$ cat config.mk
export PLATFORM = sky130hd
export DESIGN_NAME = adc_sample_packer
export DESIGN_NICKNAME = d
export VERILOG_FILES = /design/src/rtl/adc_sample_packer.sv
export SDC_FILE = /design/constraint.sdc
export NUM_CORES = 1
export LEC_CHECK = 0
export CORE_UTILIZATION = 49
export DETAILED_ROUTE_END_ITERATION = 10
export GPL_TIMING_DRIVEN = 0
export HOLD_SLACK_MARGIN = 0.05
export PLACE_DENSITY = 0.81
export RECOVER_POWER = 50
export SETUP_SLACK_MARGIN = 0.05
export SLEW_MARGIN = 10
export SYNTH_ARGS = -nofsm -noshare
export SYNTH_HDL_FRONTEND = slang
export SYNTH_SLANG_ARGS = --single-unit
$ cat constraint.sdc
create_clock -name adc_clk -period 5.2 [get_ports adc_clk]
set_input_delay 0.78 -clock adc_clk [delete_from_list [all_inputs] [get_ports adc_clk]]
set_output_delay 0.78 -clock adc_clk [all_outputs]
set_load 0.02 [all_outputs]
$ cat src/rtl/adc_sample_packer.sv
// ---------------------------------------------------------------------------
// adc_sample_packer
//
// Packs pairs of ADC sample beats into four-sample words for the UDP
// streamer. Capture starts either immediately on enable or on the next PPS
// rising edge. Completed words go into a two-entry FIFO. If the FIFO is full
// and nothing pops, the word is dropped and counted, because the ADC side
// cannot be stalled.
//
// Ports
//   adc_clk              single clock for all logic
//   adc_rst              synchronous active-high reset
//   s_axis_tvalid/tdata  ADC beat (sample n in [15:0], n+1 in [31:16]), no tready
//   m_axis_tvalid/tdata  packed word (earliest sample in [15:0])
//   m_axis_tready        downstream accept
//   pps                  asynchronous pulse-per-second input
//   ctrl_enable          capture enable; low forces IDLE immediately
//   ctrl_pps_start       wait in ARMED for a PPS edge before capturing
//   ctrl_test_mode       replace ADC data with a 16-bit ramp
//   stat_running         high while in RUN
//   stat_overflow        sticky dropped-word flag, cleared only by reset
//   stat_word_count      words accepted downstream (wraps)
//   stat_overflow_count  dropped words (saturates)
// ---------------------------------------------------------------------------
module adc_sample_packer #(
    parameter int SAMPLE_WIDTH         = 16,
    parameter int C_S_AXIS_TDATA_WIDTH = 32,
    parameter int C_M_AXIS_TDATA_WIDTH = 64
) (
    input  logic                            adc_clk,
    input  logic                            adc_rst,
    input  logic                            s_axis_tvalid,
    input  logic [C_S_AXIS_TDATA_WIDTH-1:0] s_axis_tdata,
    output logic                            m_axis_tvalid,
    output logic [C_M_AXIS_TDATA_WIDTH-1:0] m_axis_tdata,
    input  logic                            m_axis_tready,
    input  logic                            pps,
    input  logic                            ctrl_enable,
    input  logic                            ctrl_pps_start,
    input  logic                            ctrl_test_mode,
    output logic                            stat_running,
    output logic                            stat_overflow,
    output logic [31:0]                     stat_word_count,
    output logic [31:0]                     stat_overflow_count
);

    typedef enum logic [1:0] {
        ST_IDLE  = 2'd0,
        ST_ARMED = 2'd1,
        ST_RUN   = 2'd2
    } state_t;

    state_t r_state;
    state_t w_state_next;

    // PPS synchronizer and edge detector
    logic r_pps_meta;
    logic r_pps_sync;
    logic r_pps_prev;
    logic w_pps_edge;

    // Capture / packing
    logic                            w_capture;
    logic [SAMPLE_WIDTH-1:0]         r_ramp;
    logic [SAMPLE_WIDTH-1:0]         w_ramp_base;
    logic [SAMPLE_WIDTH-1:0]         w_ramp_plus1;
    logic [C_S_AXIS_TDATA_WIDTH-1:0] w_beat;
    logic                            r_phase;
    logic [C_S_AXIS_TDATA_WIDTH-1:0] r_low;
    logic                            w_word_done;
    logic [C_M_AXIS_TDATA_WIDTH-1:0] w_word;

    // Output FIFO
    logic [C_M_AXIS_TDATA_WIDTH-1:0] r_mem [0:1];
    logic                            r_wr_ptr;
    logic                            r_rd_ptr;
    logic [1:0]                      r_count;
    logic                            w_pop;
    logic                            w_push;
    logic                            w_drop;

    // -----------------------------------------------------------------------
    // PPS: two flops for metastability, a third to find the rising edge.
    // -----------------------------------------------------------------------
    // NOTE: state registers use non-blocking assignments so every flop samples
    // the pre-edge value of its source; blocking here would collapse the chain.
    always_ff @(posedge adc_clk) begin
        if (adc_rst) begin
            r_pps_meta <= 1'b0;
            r_pps_sync <= 1'b0;
            r_pps_prev <= 1'b0;
        end else begin
            r_pps_meta <= pps;
            r_pps_sync <= r_pps_meta;
            r_pps_prev <= r_pps_sync;
        end
    end

    assign w_pps_edge = r_pps_sync & ~r_pps_prev;

    // -----------------------------------------------------------------------
    // Control FSM
    // -----------------------------------------------------------------------
    always_ff @(posedge adc_clk) begin
        if (adc_rst) begin
            r_state <= ST_IDLE;
        end else begin
            r_state <= w_state_next;
        end
    end

    // NOTE: the default assignment ahead of the case is what prevents a latch
    // on any path that does not assign the next state explicitly.
    always_comb begin
        w_state_next = r_state;
        if (!ctrl_enable) begin
            w_state_next = ST_IDLE;
        end else begin
            unique case (r_state)
                ST_IDLE:  w_state_next = ctrl_pps_start ? ST_ARMED : ST_RUN;
                ST_ARMED: w_state_next = w_pps_edge ? ST_RUN : ST_ARMED;
                ST_RUN:   w_state_next = ST_RUN;
                default:  w_state_next = ST_IDLE;
            endcase
        end
    end

    assign stat_running = (r_state == ST_RUN);

    // The beat that coincides with the PPS edge is the first sample of the run.
    assign w_capture = ctrl_enable & s_axis_tvalid &
                       ((r_state == ST_RUN) | ((r_state == ST_ARMED) & w_pps_edge));

    // -----------------------------------------------------------------------
    // Test ramp. Outside RUN the ramp is held at zero. That covers the
    // coincident PPS beat, which is captured while still in ARMED.
    // -----------------------------------------------------------------------
    assign w_ramp_base  = (r_state == ST_RUN) ? r_ramp : '0;
    assign w_ramp_plus1 = w_ramp_base + SAMPLE_WIDTH'(1);
    assign w_beat       = ctrl_test_mode ? {w_ramp_plus1, w_ramp_base} : s_axis_tdata;

    always_ff @(posedge adc_clk) begin
        if (adc_rst) begin
            r_ramp <= '0;
        end else if (w_capture && ctrl_test_mode) begin
            r_ramp <= w_ramp_base + SAMPLE_WIDTH'(2);
        end else if (r_state != ST_RUN) begin
            r_ramp <= '0;
        end
    end

    // -----------------------------------------------------------------------
    // Beat packing: the first beat is held, the second completes the word.
    // Leaving for IDLE discards any half word.
    // -----------------------------------------------------------------------
    always_ff @(posedge adc_clk) begin
        if (adc_rst) begin
            r_phase <= 1'b0;
            r_low   <= '0;
        end else if (w_state_next == ST_IDLE) begin
            r_phase <= 1'b0;
        end else if (w_capture) begin
            if (!r_phase) begin
                r_low <= w_beat;
            end
            r_phase <= ~r_phase;
        end
    end

    assign w_word_done = w_capture & r_phase;
    assign w_word      = {w_beat, r_low};

    // -----------------------------------------------------------------------
    // Two-entry FIFO. The completed word is written straight into storage,
    // so it appears on m_axis one cycle after its second beat. A full FIFO
    // that is popping in the same cycle still accepts the push.
    // -----------------------------------------------------------------------
    assign m_axis_tvalid = (r_count != 2'd0);
    assign m_axis_tdata  = r_mem[r_rd_ptr];
    assign w_pop         = m_axis_tvalid & m_axis_tready;
    assign w_push        = w_word_done & ((r_count != 2'd2) | w_pop);
    assign w_drop        = w_word_done & (r_count == 2'd2) & ~w_pop;

    // NOTE: the storage is reset because m_axis_tdata must read zero out of
    // reset; a larger RAM-based buffer would normally be left unreset.
    always_ff @(posedge adc_clk) begin
        if (adc_rst) begin
            r_mem[0] <= '0;
            r_mem[1] <= '0;
            r_wr_ptr <= 1'b0;
            r_rd_ptr <= 1'b0;
            r_count  <= 2'd0;
        end else begin
            if (w_push) begin
                r_mem[r_wr_ptr] <= w_word;
                r_wr_ptr        <= ~r_wr_ptr;
            end
            if (w_pop) begin
                r_rd_ptr <= ~r_rd_ptr;
            end
            unique case ({w_push, w_pop})
                2'b10:   r_count <= r_count + 2'd1;
                2'b01:   r_count <= r_count - 2'd1;
                default: r_count <= r_count;
            endcase
        end
    end

    // -----------------------------------------------------------------------
    // Status counters
    // -----------------------------------------------------------------------
    always_ff @(posedge adc_clk) begin
        if (adc_rst) begin
            stat_word_count     <= '0;
            stat_overflow_count <= '0;
            stat_overflow       <= 1'b0;
        end else begin
            if (w_pop) begin
                stat_word_count <= stat_word_count + 32'd1;
            end
            if (w_drop) begin
                stat_overflow <= 1'b1;
                if (stat_overflow_count != 32'hFFFF_FFFF) begin
                    stat_overflow_count <= stat_overflow_count + 32'd1;
                end
            end
        end
    end

endmodule
==> results_dict.tcl, run 1 <==
set metrics [dict create \
    cts_hold_buf 0 \
    cp-end-kind "flop" \
    hp-class "flop to flop" \
    antenna_found_initial 2 \
    cts_setup_buffers 0 \
    grt_max_degree 54 \
    gp_congestion 0.937 \
    maxCapViolations 1 \
    dr_wl_met2_um 14100 \
    path_common_cell "clkbuf_1" \
    peakVddDrop_mv 0.267 \
    synth-compound-area-share 0.0816 \
    syn_area_per_cell_um2 10.5 \
    finalSetupViolCount 0 \
    n_fill_cell 1779 \
    crit_chain "dlygate4sd3_1 > and2_1 > clkbuf_1 > o2111ai_1 > o21bai_1 > clkbuf_1 > buf_16" \
    synthArstFlopShare 0 \
    reg2reg_depth 11 \
    switching_share 0.214 \
    synth_area_leader_cell "edfxtp_1" \
    cp_slowest_cell "o21bai_1" \
    worstHoldPathCells 1 \
    nNetsFinal 1330 \
    final_max_slew_viol_count 8 \
    grt_pass1_vias 8720 \
    syn_inst 1083 \
    core.rowCount 55 \
    numCtsBuffers 27 \
    crit_path_max_fanout 24 \
    run_status "complete, but fails checks" \
    met3_wirelength_um 2070 \
    rsz0062_at_grt "no" \
    fin_crit_sh 0.802 \
    synth.most_common_cell "nor2_1" \
    clock-sinks 252 \
    p_leak_nw 5.18 \
    crit_required_ns 5.43 \
    combPwrFrac 0.053 \
    ys_top_cells_by_count "nor2_1 (165), edfxtp_1 (128), dfxtp_1 (124)" \
    min_period_ns 4.17 \
    ctsRootBufferMaster "clkbuf_16" \
    ios 171 \
    crit_type "input port to flop" \
    cp.depth 7 \
    yosys_register_bits 252 \
    synth_area_leaders "edfxtp_1 (34%), dfxtp_1 (22%), mux2_2 (6.5%), nor2_1 (5.4%), xnor2_1 (2.6%)" \
    critPathLaunchType "input port" \
    synth-edff-count 128 \
    synthAdderAreaFrac 0.00548 \
    skew_ns 0.00820 \
    vias 9106 \
    drc 0 \
    yosysWarnings 0 \
    ys.flop_type "edfxtp_1" \
    slew_headroom -0.359 \
    die_w_um 155 \
    arrival_ns 4.40 \
    synth_fp_nets 1128 \
    core_region_area_mm2 0.0228 \
    crit_family "buffers and inverters" \
    overflow 0 \
    intPower_mw 3.40 \
    pwr-share-seq 0.494 \
    highest_layer "met5" \
    area_growth_pct 26.7 \
    fmax_mhz 240 \
    place_inst 1569 \
    drive_gt1_frac 0.102 \
    cts_resized 0 \
    drtIter0Drc 513 \
    pwr-share-clk 0.453 \
    grt_pass1_wl_um 46700 \
    synthMuxAreaShare 0.0738 \
    p_switching_uw 925 \
    synthSimpleGateAreaFrac 0.207 \
    globalRouteTotalUtil 0.248 \
    cts.htree.levels 1 \
    synth_seq_area_share 0.554 \
    hpwl_um 21200 \
    die_h_um 155 \
    initial_core_util 0.502 \
    met1Wirelength_um 12700 \
    die_area_mm2 0.0239 \
    violations "capacitance limit, slew limit" \
    yosysTopAreaCellShare 0.336 \
    syn_area_mm2 0.0114 \
    routed_wl_um 29700 \
    clkTransAtPathRegs_ns 0.06 \
    powerDensity_mw_per_mm2 299 \
    fin_cells 1619 \
    cpPeakStageDelay_ns 1.19 \
    drt-vias-per-instance 5.62 \
    wl_per_cell_um 18.4 \
    clock_latency_ns 0.53 \
    cts_max_path_buffers 3 \
    port_buffers 169 \
    dr.pass1.iters 5 \
    hold_violations 0 \
    critical_path_buf_inv_count 4 \
    tritoncts "built" \
    synth.distinct_cells 60 \
    synthXorXnorAreaFrac 0.0452 \
    antenna_left 0 \
    synth_top_family_by_area "simple AND/OR/NAND/NOR gates" \
    hold-worst-slack_ns 0.455 \
    worst_slew_pin_slew_ns 1.99 \
]
==> worst paths after layout <==
path / from / to / slack, ns
worst max-delay path: ctrl_enable / r_mem[0][6] / 1.03
worst max register to register: r_state[1] / r_mem[0][61] / 1.19
worst min-delay path: r_pps_meta / r_pps_sync / 0.46
worst min register to register: r_pps_meta / r_pps_sync / 0.46
==> cell usage in the layout (no fill, tap or decap), types with 6 or more instances in the layout <==
master,instances
nor2_1,165
edfxtp_1,128
dfxtp_1,124
clkdlybuf4s50_1,100
dlygate4sd3_1,69
clkbuf_1,68
mux2_2,66
nand2_1,48
a21oi_1,39
and3_1,35
xnor2_1,34
and2_1,33
nand3_1,30
o21ai_0,29
clkbuf_16,28
nand4_1,25
or3_1,25
xor2_1,25
a211oi_1,23
inv_1,20
nor3_1,18
nor4_1,14
nor2b_1,13
mux2i_1,10
nand3b_1,9
and4_1,9
or2_2,7
a22oi_1,7
a31oi_1,7
clkinv_2,7
o31ai_1,6
==> cell families (layout without fill, tap and decap cells) <==
group           Yosys count  after routing
simple gates            458            458
flops                   252            252
mux                      76             76
buf+inv                  94            316
compound gates          139            139
fa+ha+maj                 5              5
xor+xnor                 59             59
other cells               0              1
==> layout make-up <==
cell class                      instances  area, µm²  area share
Antenna cell                            1       2.50    0.000173
Inverter                               21       78.8     0.00545
Timing Repair Buffer                  173       1780       0.123
Sequential cell                       252       6330       0.437
Clock inverter                         17        168      0.0116
Clock buffer                           32        756      0.0522
Tap cell                              313        392      0.0271
Buffer                                 73        283      0.0195
Multi-Input combinational cell        737       4690       0.324
==> stage by stage <==
step | area (µm²) | TNS (ns) | power, mW | setup slack, ns | utilization
after floorplan | 11400 | 0 | 2.29 | 0.266 | -
after global placement | 13500 | -162.24 | 2.40 | -2.07 | 0.593
after detailed placement | 13600 | 0 | 2.41 | 1.15 | 0.599
after CTS | 14600 | 0 | 4.35 | 1.47 | 0.639
after global routing | 14500 | 0 | 4.45 | 0.786 | 0.635
final | 14500 | 0 | 4.33 | 1.03 | 0.636
==> state kept, by name, summed over array words and instances, names as in the netlist, named ones only <==
register             count
r_mem                  128
r_low                   32
stat_overflow_count     32
stat_word_count         32
r_ramp                  16
r_count                  2
r_state                  2
r_phase                  1
r_pps_meta               1
r_pps_prev               1
r_pps_sync               1
r_rd_ptr                 1
r_wr_ptr                 1
stat_overflow            1
==> power by group through the flow <==
stage	clock network [mW]	logic (mW)	registers, mW
floorplan	0	0.115	2.18
global placement	0	0.220	2.18
detailed placement	0	0.233	2.18
CTS	1.98	0.234	2.14
global route	2.06	0.244	2.14
finish	1.96	0.231	2.14
==> worst register-to-register path: stages, from the launching register on <==
cell and delay, ns:
dfxtp_1 0.34, or2b_1 0.30, clkinv_1 0.10, clkbuf_1 0.37
clkbuf_1 0.42, and2_0 0.40, ha_1 0.26, nand3_1 0.12
or3_1 0.37, o211a_1 0.22, a211oi_1 0.71, nor2_1 0.11
==> routing by layer <==
| metal | up-vias | global-route usage |
|---|---|---|
| met3 | 58 | 0.0398 |
| met1 | 4399 | 0.326 |
| met5 | - | 0 |
| li1 | 4296 | - |
| met4 | 2 | 0.0844 |
| met2 | 351 | 0.416 |
Note: power is estimated with default switching activity, not from simulation.
==> run 2: changes to the inputs <==
==> constraint.sdc (replaced) <==
create_clock -name adc_clk -period 3.55 [get_ports adc_clk]
set_input_delay 0.5325 -clock adc_clk [delete_from_list [all_inputs] [get_ports adc_clk]]
set_output_delay 0.5325 -clock adc_clk [all_outputs]
set_load 0.02 [all_outputs]
==> results_dict.tcl, run 2 (same netlist as run 1, synthesis figures left out) <==
set metrics [dict create \
    ctsRootBufferMaster "clkbuf_16" \
    gp_congestion 0.905 \
    hpwl_um 21700 \
    regMostFlops "r_mem" \
    hold_violations 0 \
    min_period_ns 3.36 \
    reg2reg_depth 11 \
    worst_slew_pin_slew_ns 0.981 \
    final_common_cell "nor2_1" \
    worstHoldPathCells 1 \
    wl_per_cell_um 18.8 \
    antenna_found_initial 0 \
    cts_max_path_buffers 3 \
    p_leak_nw 5.18 \
    cp-end-kind "flop" \
    port_buffers 169 \
    powerDensity_mw_per_mm2 432 \
    slew_headroom 0.346 \
    die_h_um 155 \
    fin_crit_sh 0.947 \
    vias 9112 \
    antenna_left 0 \
    overflow 0 \
    peakVddDrop_mv 0.320 \
    final_max_slew_viol_count 0 \
    rsz0062_at_grt "no" \
    finalSetupViolCount 0 \
    clock-sinks 252 \
    cts.htree.levels 1 \
    globalRouteTotalUtil 0.255 \
    antenna_cells 0 \
    ios 171 \
    n_fill_cell 1813 \
    grt_pass1_wl_um 47700 \
    grt_max_degree 46 \
    fin_setup_tns_ns 0 \
    numCtsBuffers 26 \
    crit_required_ns 3.70 \
    crit_path_max_fanout 20 \
    dr.pass1.iters 5 \
    die_area_mm2 0.0239 \
    area_growth_pct 26.6 \
    drc 0 \
    critPathLaunchType "input port" \
    grt_pass1_vias 8890 \
    place_inst 1569 \
    largest_register_ffs 128 \
    drtIter0Drc 590 \
    nNetsFinal 1328 \
    fin_util 0.635 \
    design_area_mm2 0.0145 \
    run_status "finished clean" \
    fin_ws_ns 0.188 \
    core_region_area_mm2 0.0228 \
    fin_cells 1615 \
    initial_core_util 0.502 \
    maxCapViolations 0 \
    skew_ns 0.0269 \
    drt-vias-per-instance 5.64 \
    preCtsSetupSlack_ns -0.227 \
    total_power_mw 6.25 \
    place_area_mm2 0.0136 \
    hp-class "flop to flop" \
    clkTransAtPathRegs_ns 0.06 \
    routed_wl_um 30400 \
    hold-worst-slack_ns 0.448 \
    clock_latency_ns 0.54 \
    die_w_um 155 \
    arrival_ns 3.51 \
    core.rowCount 55 \
    fmax_mhz 297 \
    tritoncts "built" \
    drive_gt1_frac 0.104 \
    crit_type "input port to flop" \
    final_cell_mix "nor2_1 (165), edfxtp_1 (128), dfxtp_1 (124)" \
]
## run 2: cell types whose count changed in the layout (fill, tap and decap cells not counted), moves of 2 or more
cell / change
clkinvlp_4: -2
clkinv_1: -2
clkinv_2: -3
clkbuf_16: -2
buf_2: +4
## run 2: layout make-up
cell class / instances / area [µm²] / area share
plain buffers: 72 / 284 / 0.0196
inverters: 21 / 78.8 / 0.00545
clock inverters: 11 / 146 / 0.0101
repair buffers: 173 / 1780 / 0.123
multi-input cells: 737 / 4730 / 0.327
clock buffers: 36 / 728 / 0.0504
well taps: 313 / 392 / 0.0271
flip-flops and latches: 252 / 6330 / 0.437
## run 2: path summary, 6_finish.rpt
check,from,slack (ns),end
hold / removal,r_pps_meta,0.45,r_pps_sync
hold reg to reg,r_pps_meta,0.45,r_pps_sync
setup / recovery,ctrl_enable,0.19,r_mem[0][57]
setup reg to reg,r_state[1],0.35,r_mem[0][61]
## run 2: routing by layer
| layer | vias to the layer above | GRT usage | routed length, µm |
|---|---|---|---|
| li1 | 4281 | - | - |
| met3 | 75 | 0.0412 | 2160 |
| met2 | 360 | 0.434 | 14900 |
| met1 | 4396 | 0.321 | 12100 |
| met5 | - | 0 | 0 |
| met4 | 0 | 0.115 | 1270 |
## run 2: worst max-delay path, cell delays in order
cell           delay, ns
dlygate4sd3_1       0.56
and2_1              0.13
clkbuf_1            0.24
o2111ai_1           0.49
o21bai_2            0.94
clkbuf_2            0.60
## run 2: what timing repair did
item                                    in CTS  in global routing
hold buffers                                 0                  0
setup buffers                                0                  0
resized for setup                            1                  2
endpoints found under the setup margin      54                  6
## run 2: power breakdown
part	leakage [nW]	total (mW)	switching (mW)	internal, mW
Sequential	2.31	3.13	0.0203	3.11
Combinational	2.44	0.347	0.204	0.143
Clock	0.427	2.77	1.12	1.65
Total	5.18	6.25	1.34	4.91
